## src/rtl/wing_port_sequencer.sv

```systemverilog
// Byte-wide wing port sequencer: turns the pin driver around on direction
// changes, holds written bytes for a fixed time and returns sampled reads.
module wing_port_sequencer #(
  parameter int TURN_CYCLES = 2,
  parameter int HOLD_CYCLES = 1
) (
  input  logic       clk,
  input  logic       rst,
  input  logic       cmd_valid,
  output logic       cmd_ready,
  input  logic       cmd_write,
  input  logic [7:0] cmd_data,
  output logic       rsp_valid,
  input  logic       rsp_ready,
  output logic [7:0] rsp_data,
  output logic       DIR,
  output logic [7:0] OUT,
  input  logic [7:0] IN,
  output logic       busy
);

  typedef enum logic [2:0] {IDLE, TURN, DRIVE, SAMPLE, RESP} state_t;

  localparam logic [3:0] TURN_LD = 4'(TURN_CYCLES - 1);
  localparam logic [3:0] HOLD_LD = 4'(HOLD_CYCLES - 1);

  state_t     state;
  logic [3:0] cnt;
  logic       op_wr;

  always_ff @(posedge clk) begin
    if (rst) begin
      state    <= IDLE;
      cnt      <= '0;
      op_wr    <= 1'b0;
      DIR      <= 1'b0;
      OUT      <= 8'h00;
      rsp_data <= 8'h00;
    end else begin
      case (state)
        IDLE: if (cmd_valid) begin
          op_wr <= cmd_write;
          if (cmd_write) OUT <= cmd_data;
          // Direction flips on the accept edge so the driver starts turning now
          if (cmd_write != DIR) begin
            DIR   <= cmd_write;
            state <= TURN;
            cnt   <= TURN_LD;
          end else if (cmd_write) begin
            state <= DRIVE;
            cnt   <= HOLD_LD;
          end else begin
            state <= SAMPLE;
          end
        end
        TURN: begin
          if (cnt == 4'd0) begin
            if (op_wr) begin
              state <= DRIVE;
              cnt   <= HOLD_LD;
            end else begin
              state <= SAMPLE;
            end
          end else begin
            cnt <= cnt - 4'd1;
          end
        end
        DRIVE: begin
          if (cnt == 4'd0) state <= IDLE;
          else             cnt   <= cnt - 4'd1;
        end
        SAMPLE: begin
          rsp_data <= IN;
          state    <= RESP;
        end
        RESP: if (rsp_ready) state <= IDLE;
        default: state <= IDLE;
      endcase
    end
  end

  assign cmd_ready = (state == IDLE);
  assign busy      = (state != IDLE);
  assign rsp_valid = (state == RESP);

endmodule
```

## config.mk

```make
export PLATFORM = sky130hd
export DESIGN_NAME = wing_port_sequencer
export DESIGN_NICKNAME = d
export VERILOG_FILES = /design/src/rtl/wing_port_sequencer.sv
export SDC_FILE = /design/constraint.sdc
export NUM_CORES = 1
export LEC_CHECK = 0
export CAP_MARGIN = 5
export CORE_MARGIN = 2
export CORE_UTILIZATION = 45
export DETAILED_ROUTE_END_ITERATION = 12
export GPL_ROUTABILITY_DRIVEN = 0
export HOLD_SLACK_MARGIN = 0.08
export PLACE_DENSITY_LB_ADDON = 0.1
export SLEW_MARGIN = 20
export SYNTH_ARGS = -nofsm -noshare
export SYNTH_HDL_FRONTEND = slang
export SYNTH_SLANG_ARGS = --single-unit
```

## constraint.sdc

```tcl
create_clock -name clk -period 3.8 [get_ports clk]
set_input_delay 0.38 -clock clk [delete_from_list [all_inputs] [get_ports clk]]
set_output_delay 0.38 -clock clk [all_outputs]
set_load 0.02 [all_outputs]
```

[Yosys cells after proc, flatten, opt, wreduce, memory -nomap -nowiden]
Index checks and enable logic that the tools add are counted.
Word-level totals
  memory bits (read-only): 0
  word-level logic and storage cells: 43
  input port bits: 21
  flip-flop bits (word level): 25
  memories: 0
  bits in latches: 0
  memory bits (writable): 0
  output and inout bits: 20
Cells by class
  shift operators: 0
  bitwise operators: 0
  order comparisons: 0
  $add $sub $neg: 1
  equal/unequal tests: 12
  multiply operators: 0
  divide/modulo/power cells: 0
  reductions and logical operators: 9
  multiplexer cells: 15
Operators with widths (count)
  $mux 4: 6
  $pmux 3 s5: 1
  $mux 3: 4
  $pmux 4 s3: 1
  $ne 2x2->1 const B: 4
  $eq 3x2->1 const B: 2
  $reduce_and 3->1: 2
  $reduce_bool 3->1: 2
  $reduce_and 5->1: 1
  $logic_not 4->1: 1
  $reduce_and 4->1: 1
  $sub 4x1->4 const B: 1
  $eq 3x1->1 const B: 1
  $eq 3x3->1 const B: 1
  $logic_not 3->1: 1
  $ne 3x1->1 const B: 1
  $ne 3x3->1 const B: 1
  $mux 1: 2
  $mux 2: 1
  $ne 2x1->1 const B: 1
  $reduce_and 2->1: 1
  $ne 1x1->1: 1

[Depth between registers and ports, before layout]
Gate-level depths: netlist (run 1).
  word-level depth: 4
  mapped depth: 8
  depth with buffers taken out: 6

[Worst setup path before layout (run 1)]
Ideal clock, no wire load.
  path kind: flip-flop to flip-flop
  start: register DIR
  end: register cnt[2]
  path slack: 2.038 ns
  required time: 3.683 ns
  path buffers: 0
  data arrival time: 1.645 ns
  clock period less this slack: 1.762 ns
  library setup time: 0.117 ns
  stages on the path, launching flop included: 6
  cells stage by stage: dfxtp_1 -> ha_1 -> o21ai_0 -> a211o_1 -> a211o_1 -> a32o_1
Between the ends
  word-level cells in the longest chain between the ends: 4
  elaborated cells between the ends (all ways): 6
  classes of those cells: eq/ne: 2; mux: 3; reduce/logical: 1
Ends and longest elaborated chain
  start, declared: line 16  | output logic DIR,
  start signal, assigned: line 46  | DIR <= cmd_write;
  $ne 1x1->1 *: line 45  | if (cmd_write != DIR) begin
  $mux 4: line 45
  $mux 4: line 41  | IDLE: if (cmd_valid) begin
  $pmux 4 s3: line 40  | case (state)
  end signal, assigned: line 65  | cnt <= cnt - 4'd1;
  end signal, assigned: line 70  | else cnt <= cnt - 4'd1;
  end, declared: line 28  | logic [3:0] cnt;
Every way passes the cells marked *; elsewhere a longest branch is shown, timed or not. The select of a mux whose other input is x is not followed.
A chain may end at the register's enable or synchronous reset.

[Worst setup path in the final report (run 1)]
  start: register state[1]
  end: output port cmd_ready
Between the ends
  word-level cells in the longest chain between the ends: 1
Ends and longest elaborated chain
  start, declared: line 27  | state_t state;
  start signal, assigned: line 33  | state <= IDLE;
  start signal, assigned: line 47  | state <= TURN;
  start signal, assigned: line 50  | state <= DRIVE;
  $logic_not 3->1: line 82  | assign cmd_ready = (state == IDLE);
  end, declared: line 10  | output logic cmd_ready,
Every way passes these cells.

==> summary.md, run 1 <==
| Metric | Value |
|---|---|
| Fin crit share | `0.604` |
| Relative slew margins | `0.372` |
| Count of final hold-check violations | `0` |
| Delay-heaviest family, CP | `buffers and inverters` |
| Total power | `1070 uW` |
| Switching Share | `0.414` |
| Peak supply drop | `0.447 mV` |
| Top_reg_cell synth | `dfxtp_1` |
| Arrival @ worst endpoint | `approximately 1.9 ns` |
| Vias in the first global route | `about 1,000` |
| Max incr delay on CP | `between 0.6 and 0.7 ns` |
| DRC violations left | `0` |
| CTS Buf Count | `3` |
| Slew at the pin with the worst max-slew slack | `0.939 ns` |
| Multi-input gate area | `around 660 um2` |
| Clock buffer depth | `2` |
| Worst Hold Depth | `2` |
| Top sig layer | `met4` |
| Synth Instances | `132` |
| Tmin final | `roughly 2.3 ns` |
| Worst hold start | `OUT[1]$_SDFFE_PP0P_` |
| Comb pwr share | `0.538` |
| Crit path max fanout | `14` |
| Synth warn | `0` |
| Final setup vio count | `0` |
| CTS Root Cell | `clkbuf_4` |
| Synth area leaders | `dfxtp_1, mux2i_1, nor2_1, ha_1, o21ai_0` |
| Max H-tree Level | `1` |
| GR Overflow Total | `0` |
| Register-to-Register Path Depth | `6` |
| CP startpoint kind | `flop` |
| Setup CP Type | `flop to output pin` |
| Die W | `56.7 um` |
| Routed Antenna Nets | `0` |
| PwrDens | `648 nW/um2` |
| Register area | `roughly 500 um2` |
| DP HPWL | `1900 um` |
| Placed instance count | `a little under 200` |
| Ys async rst share | `0` |
| Unrepaired setup endpoints after global routing | `no` |
| Clock power frac | `0.106` |
| Clk pin slew, worst setup/hold paths | `0.13 ns` |
| Synth cell count leaders | `dfxtp_1, nor2_1, mux2i_1` |
| Share of layout cells above drive strength 1 | `0.0655` |
| Worst R2R End | `OUT[3]$_SDFFE_PP0P_` |
| GR Util All Layers | `0.168` |
| Diode count | `0` |
| Synthesized flop and latch total | `25` |
| Largest net degree at the start of global routing | `28` |
| Slowest stage cell, crit path | `clkdlybuf4s50_1` |
| CTS sink count | `25` |
| Routed length on met1 | `1120 um` |
| DRT iter0 DRCs | `45` |
| Initial antenna violation count | `0` |
| Vias per std cell | `5.32` |
| Synth area leader | `dfxtp_1` |
| Peak Freq | `436 MHz` |
| Drt total wl | `approximately 2500 um` |
| Post-CTS Resized | `0` |
| Hold endpoint | `OUT[1]$_SDFFE_PP0P_` |
| Fin util | `0.615` |
| Hold Slack | `0.506 ns` |
| Initial core utilization | `0.465` |
| Final Skew | `~0.0023 ns` |
| Worst skew pair latency | `0.30 ns` |
| Average wire per standard cell | `between 10 and 15 um` |
| Fillers | `262` |
| Die ar. | `3210 um2` |
| Most frequent cell after synthesis | `dfxtp_1` |
| Max Cap Viol | `0` |
| Met2 WL | `around 1200 um` |
| Cell Area, Synth | `1250 um2` |
| Hold Buf Count CTS | `0` |
| # nets final | `approximately 190` |
| IO Count | `41` |
| CP required | `3.42 ns` |
| Fin cells | `approximately 200` |
| Yosys cell types | `39` |
| Die height | `56.7 um` |
| R2R setup slack | `between 1.5 and 2 ns` |
| Port Buffers | `40` |
| Sequential share of the synthesized area | `0.401` |
| Setup Buffers After CTS | `0` |
| P&R area growth vs syn | `32.3%` |
| Total negative slack | `0 ns` |
| Vias | `1,058` |
| Syn avg cell area | `~9.5 um2` |
| Status | `complete, no violations` |
| Global-route wire length before repair | `4350 um` |
| Internal power | `627 uW` |
| Leak | `slightly above 0.0007 uW` |
| CP cell instances | `nor2_1 > nand2_1 > inv_1 > clkdlybuf4s50_1` |
| Num rows | `19` |
| CP endpoint kind | `output pin` |
| Critical path buffer and inverter count | `2` |
| Total core area | `~2700 um2` |
| Slew Limit Fails | `0` |
| Syn_nets | `~160` |
| Met3 WL | `roughly 190 um` |
| FF-to-FF Start | `state[1]$_SDFFE_PP0P_` |
| EDFF count, synth | `0` |
| TritonCTS clock tree | `yes` |
| P_sw | `~440 uW` |
| Seq pwr share | `0.356` |
| Pre-antenna DRT Iters | `4` |
| Area share of the largest cell type after synthesis | `0.401` |
| Hold crit path type | `flop to flop` |
[power groups by stage]
stage | Combinational, uW | Clock, uW | Sequential (uW)
5_1_grt | 630 | 130 | 391
3_3_place_gp | 567 | 0 | 386
2_1_floorplan | 449 | 0 | 367
6_report | 576 | 114 | 381
3_5_place_dp | 574 | 0 | 386
4_1_cts | 579 | 122 | 380
[routing by layer]
metal  up-vias  global-route usage
li1        547                   -
met1       487               0.216
met2        22               0.272
met3         2              0.0553
met4         0              0.0408
met5         -                   0
[through the flow]
step / setup WS (ns) / instance area, um2
6_report: 1.50 / 1650
3_3_place_gp: 1.49 / 1630
4_1_cts: 1.48 / 1650
2_1_floorplan: 2.04 / 1250
5_1_grt: 1.39 / 1650
3_5_place_dp: 1.45 / 1630
[placed cells by master, fill, tap and decap left out, drive strengths merged, types with 2 or more instances in the layout]
master,synthesis,routed
clkdlybuf4s50,0,40
dfxtp,25,25
nor2,22,22
mux2i,17,17
inv,7,7
o21ai,6,6
nand3,5,5
a21oi,5,5
clkbuf,1,4
nand2,3,3
nor3,3,3
a211o,3,3
ha,3,3
a211oi,3,3
o32ai,2,2
nor4,2,2
o31ai,2,2
[layout make-up]
| cell class | count | share of cell area |
|---|---|---|
| Multi-Input combinational cell | 92 | 0.399 |
| Inverter | 7 | 0.0159 |
| Timing Repair Buffer | 40 | 0.242 |
| Clock buffer | 4 | 0.0159 |
| Tap cell | 31 | 0.0235 |
| Sequential cell | 25 | 0.303 |
[kinds of logic (layout without fill, tap and decap cells)]
| family | Yosys count | in the layout | synth area share |
|---|---|---|---|
| flops | 25 | 25 | 0.401 |
| xor+xnor | 1 | 1 | 0.00702 |
| buf+inv | 15 | 51 | 0.0711 |
| compound gates | 26 | 26 | 0.162 |
| fa+ha+maj | 3 | 3 | 0.0301 |
| simple gates | 45 | 45 | 0.192 |
| mux | 17 | 17 | 0.136 |
[flip-flops by register name (all words and copies together), names as in the netlist]
name and flops:
OUT 8, rsp_data 8, cnt 4, state 3, DIR 1, op_wr 1
[worst max path at each step]
stage          cells past startpoint                  end                   from  slack, ns
2_1_floorplan                      5  cnt[2]$_SDFFE_PP0P_       DIR$_SDFFE_PP0P_       2.04
6_report                           4            cmd_ready  state[1]$_SDFFE_PP0P_       1.50
3_5_place_dp                       6  cnt[2]$_SDFFE_PP0P_              cmd_write       1.45
3_3_place_gp                       6  cnt[2]$_SDFFE_PP0P_              cmd_write       1.49
4_1_cts                            4            cmd_ready  state[1]$_SDFFE_PP0P_       1.48
5_1_grt                            4            cmd_ready  state[0]$_SDFFE_PP0P_       1.39
[worst reg2reg max path: stages (launching register included)]
cell and delay (ns):
dfxtp_1 0.46, nor2_1 0.25, nand2_1 0.15, inv_1 0.13
nand3_1 0.39, mux2i_1 0.28, nor2_1 0.06
Note: power is estimated with default switching activity, not from simulation.
==> run 2: changes to the inputs <==
- clock period: 3.8 -> 2.2 ns (I/O delays scaled with it)
==> run 2 against run 1 <==
Flip-flop and latch count unchanged. Clock power grew 79%. Routed wire length increased by 6.0%. Critical endpoint unchanged.
==> summary.md, run 2 (synthesis results as in run 1) <==
| Metric | Value |
|---|---|
| Initial core utilization | `0.465` |
| Routed Antenna Nets | `0` |
| Unrepaired setup endpoints after global routing | `no` |
| Total core area | `2690 um2` |
| Diode count | `0` |
| Share of layout cells above drive strength 1 | `0.110` |
| DRC violations left | `0` |
| GR Util All Layers | `0.177` |
| DRT iter0 DRCs | `66` |
| P&R area growth vs syn | `35.2%` |
| Status | `complete, no violations` |
| Most common cell after layout, fill and taps aside | `clkdlybuf4s50_1` |
| Max Cap Viol | `0` |
| Drt total wl | `2680 um` |
| Largest net degree at the start of global routing | `15` |
| Initial antenna violation count | `0` |
| Biggest regs | `OUT: 8 flops, rsp_data: 8 flops, cnt: 4 flops` |
| Num rows | `19` |
| Vias per std cell | `5.35` |
| Die W | `56.7 um` |
| Routed length on met1 | `1190 um` |
| Clk pin slew, worst setup/hold paths | `0.14 ns` |
| Hold crit path type | `input port to flop` |
| CTS Buf Count | `3` |
| Hold Buf Count CTS | `0` |
| Worst skew pair latency | `between 0.3 and 0.4 ns` |
| IO Count | `41` |
| CP required | `just under 2 ns` |
| Clock buffer depth | `2` |
| Slew at the pin with the worst max-slew slack | `between 0.5 and 0.6 ns` |
| Total negative slack | `0 ns` |
| Top sig layer | `met4` |
| CP cell instances | `inv_2 > nand2_1 > inv_1 > clkdlybuf4s50_1` |
| Slowest stage cell, crit path | `dfxtp_1` |
| Relative slew margins | `0.610` |
| Met2 WL | `between 1000 and 1500 um` |
| CP endpoint kind | `output pin` |
| PwrDens | `around 1100 nW/um2` |
| CTS Root Cell | `clkbuf_4` |
| Peak Freq | `490 MHz` |
| Pre-antenna DRT Iters | `3` |
| Fin crit share | `0.928` |
| Port Buffers | `40` |
| Max H-tree Level | `1` |
| Slew Limit Fails | `0` |
| Fin cells | `203` |
| Leak | `0.000739 uW` |
| TritonCTS clock tree | `yes` |
| Met3 WL | `157 um` |
| DP HPWL | `2050 um` |
| Setup CP Type | `flop to output pin` |
| Die ar. | `roughly 3200 um2` |
| Vias | `1,087` |
| Max incr delay on CP | `~0.57 ns` |
| Average wire per standard cell | `13.2 um` |
| # nets final | `around 200` |
| Global-route wire length before repair | `4570 um` |
| CP startpoint kind | `flop` |
| Die height | `56.7 um` |
| Final setup vio count | `0` |
| CTS sink count | `25` |
| Placed instance count | `just under 200` |
| Crit path max fanout | `9` |
| GR Overflow Total | `0` |
| Arrival @ worst endpoint | `1.82 ns` |
| Tmin final | `approximately 2.0 ns` |
| Vias in the first global route | `1,087` |
| Count of final hold-check violations | `0` |
| Most frequent cells in the layout | `clkdlybuf4s50_1, dfxtp_1, nor2_1, mux2i_1` |
| Final Skew | `0.0125 ns` |
| Peak supply drop | `0.728 mV` |
run 2: what timing repair did:
item	4_1_cts	5_1_grt
hold endpoints to repair	0	0
endpoints found under the setup margin	0	1
setup buffers	0	0
resized for setup	0	3
run 2: metal layers:
layer	global-route usage	up-vias
li1	-	553
met1	0.219	510
met2	0.297	22
met3	0.0461	2
met4	0.0612	0
met5	0	-
run 2: where the power goes:
part	switching, uW	internal (uW)	total [uW]
Sequential	125	539	664
Combinational	522	504	1030
Clock	136	68.0	204
run 2: worst paths after layout:
kind                         startpoint                  endpoint  slack, ns  cells past startpoint
setup / recovery  state[2]$_SDFFE_PP0P_                 cmd_ready       0.16                      4
setup reg to reg    cnt[0]$_SDFFE_PP0P_     state[1]$_SDFFE_PP0P_       0.35                      6
hold / removal                    IN[1]  rsp_data[1]$_SDFFE_PP0P_       0.49                      3
hold reg to reg     cnt[1]$_SDFFE_PP0P_       cnt[1]$_SDFFE_PP0P_       0.50                      2
run 2: worst max-delay path, delay by kind of cell (launching register included):
family / cells / cell delay, ns
AND/OR/NAND/NOR: 1 / 0.15
flip-flops: 1 / 0.57
buffers and inverters: 3 / 0.78
run 2: through the flow:
step / power, uW / setup slack [ns] / hold slack (ns) / instance area [um2] / util
floorplan: 1410 / 0.438 / 0.364 / 1250 / -
global placement: 1680 / 0.126 / 0.475 / 1660 / 0.616
detailed placement: 1690 / 0.0946 / 0.480 / 1660 / 0.616
CTS: 1900 / 0.0297 / 0.480 / 1680 / 0.626
global route: 2040 / 0.0416 / 0.474 / 1690 / 0.628
finish: 1890 / 0.157 / 0.491 / 1690 / 0.628
run 2: cell type report:
type / instances / area, um2
fill: 235 / 998
multi-input combinational: 92 / 662
sequential: 25 / 503
timing repair buffer: 44 / 430
tap: 31 / 38.8
inverter: 7 / 26.3
clock buffer: 3 / 22.5
clock inverter: 1 / 5.00
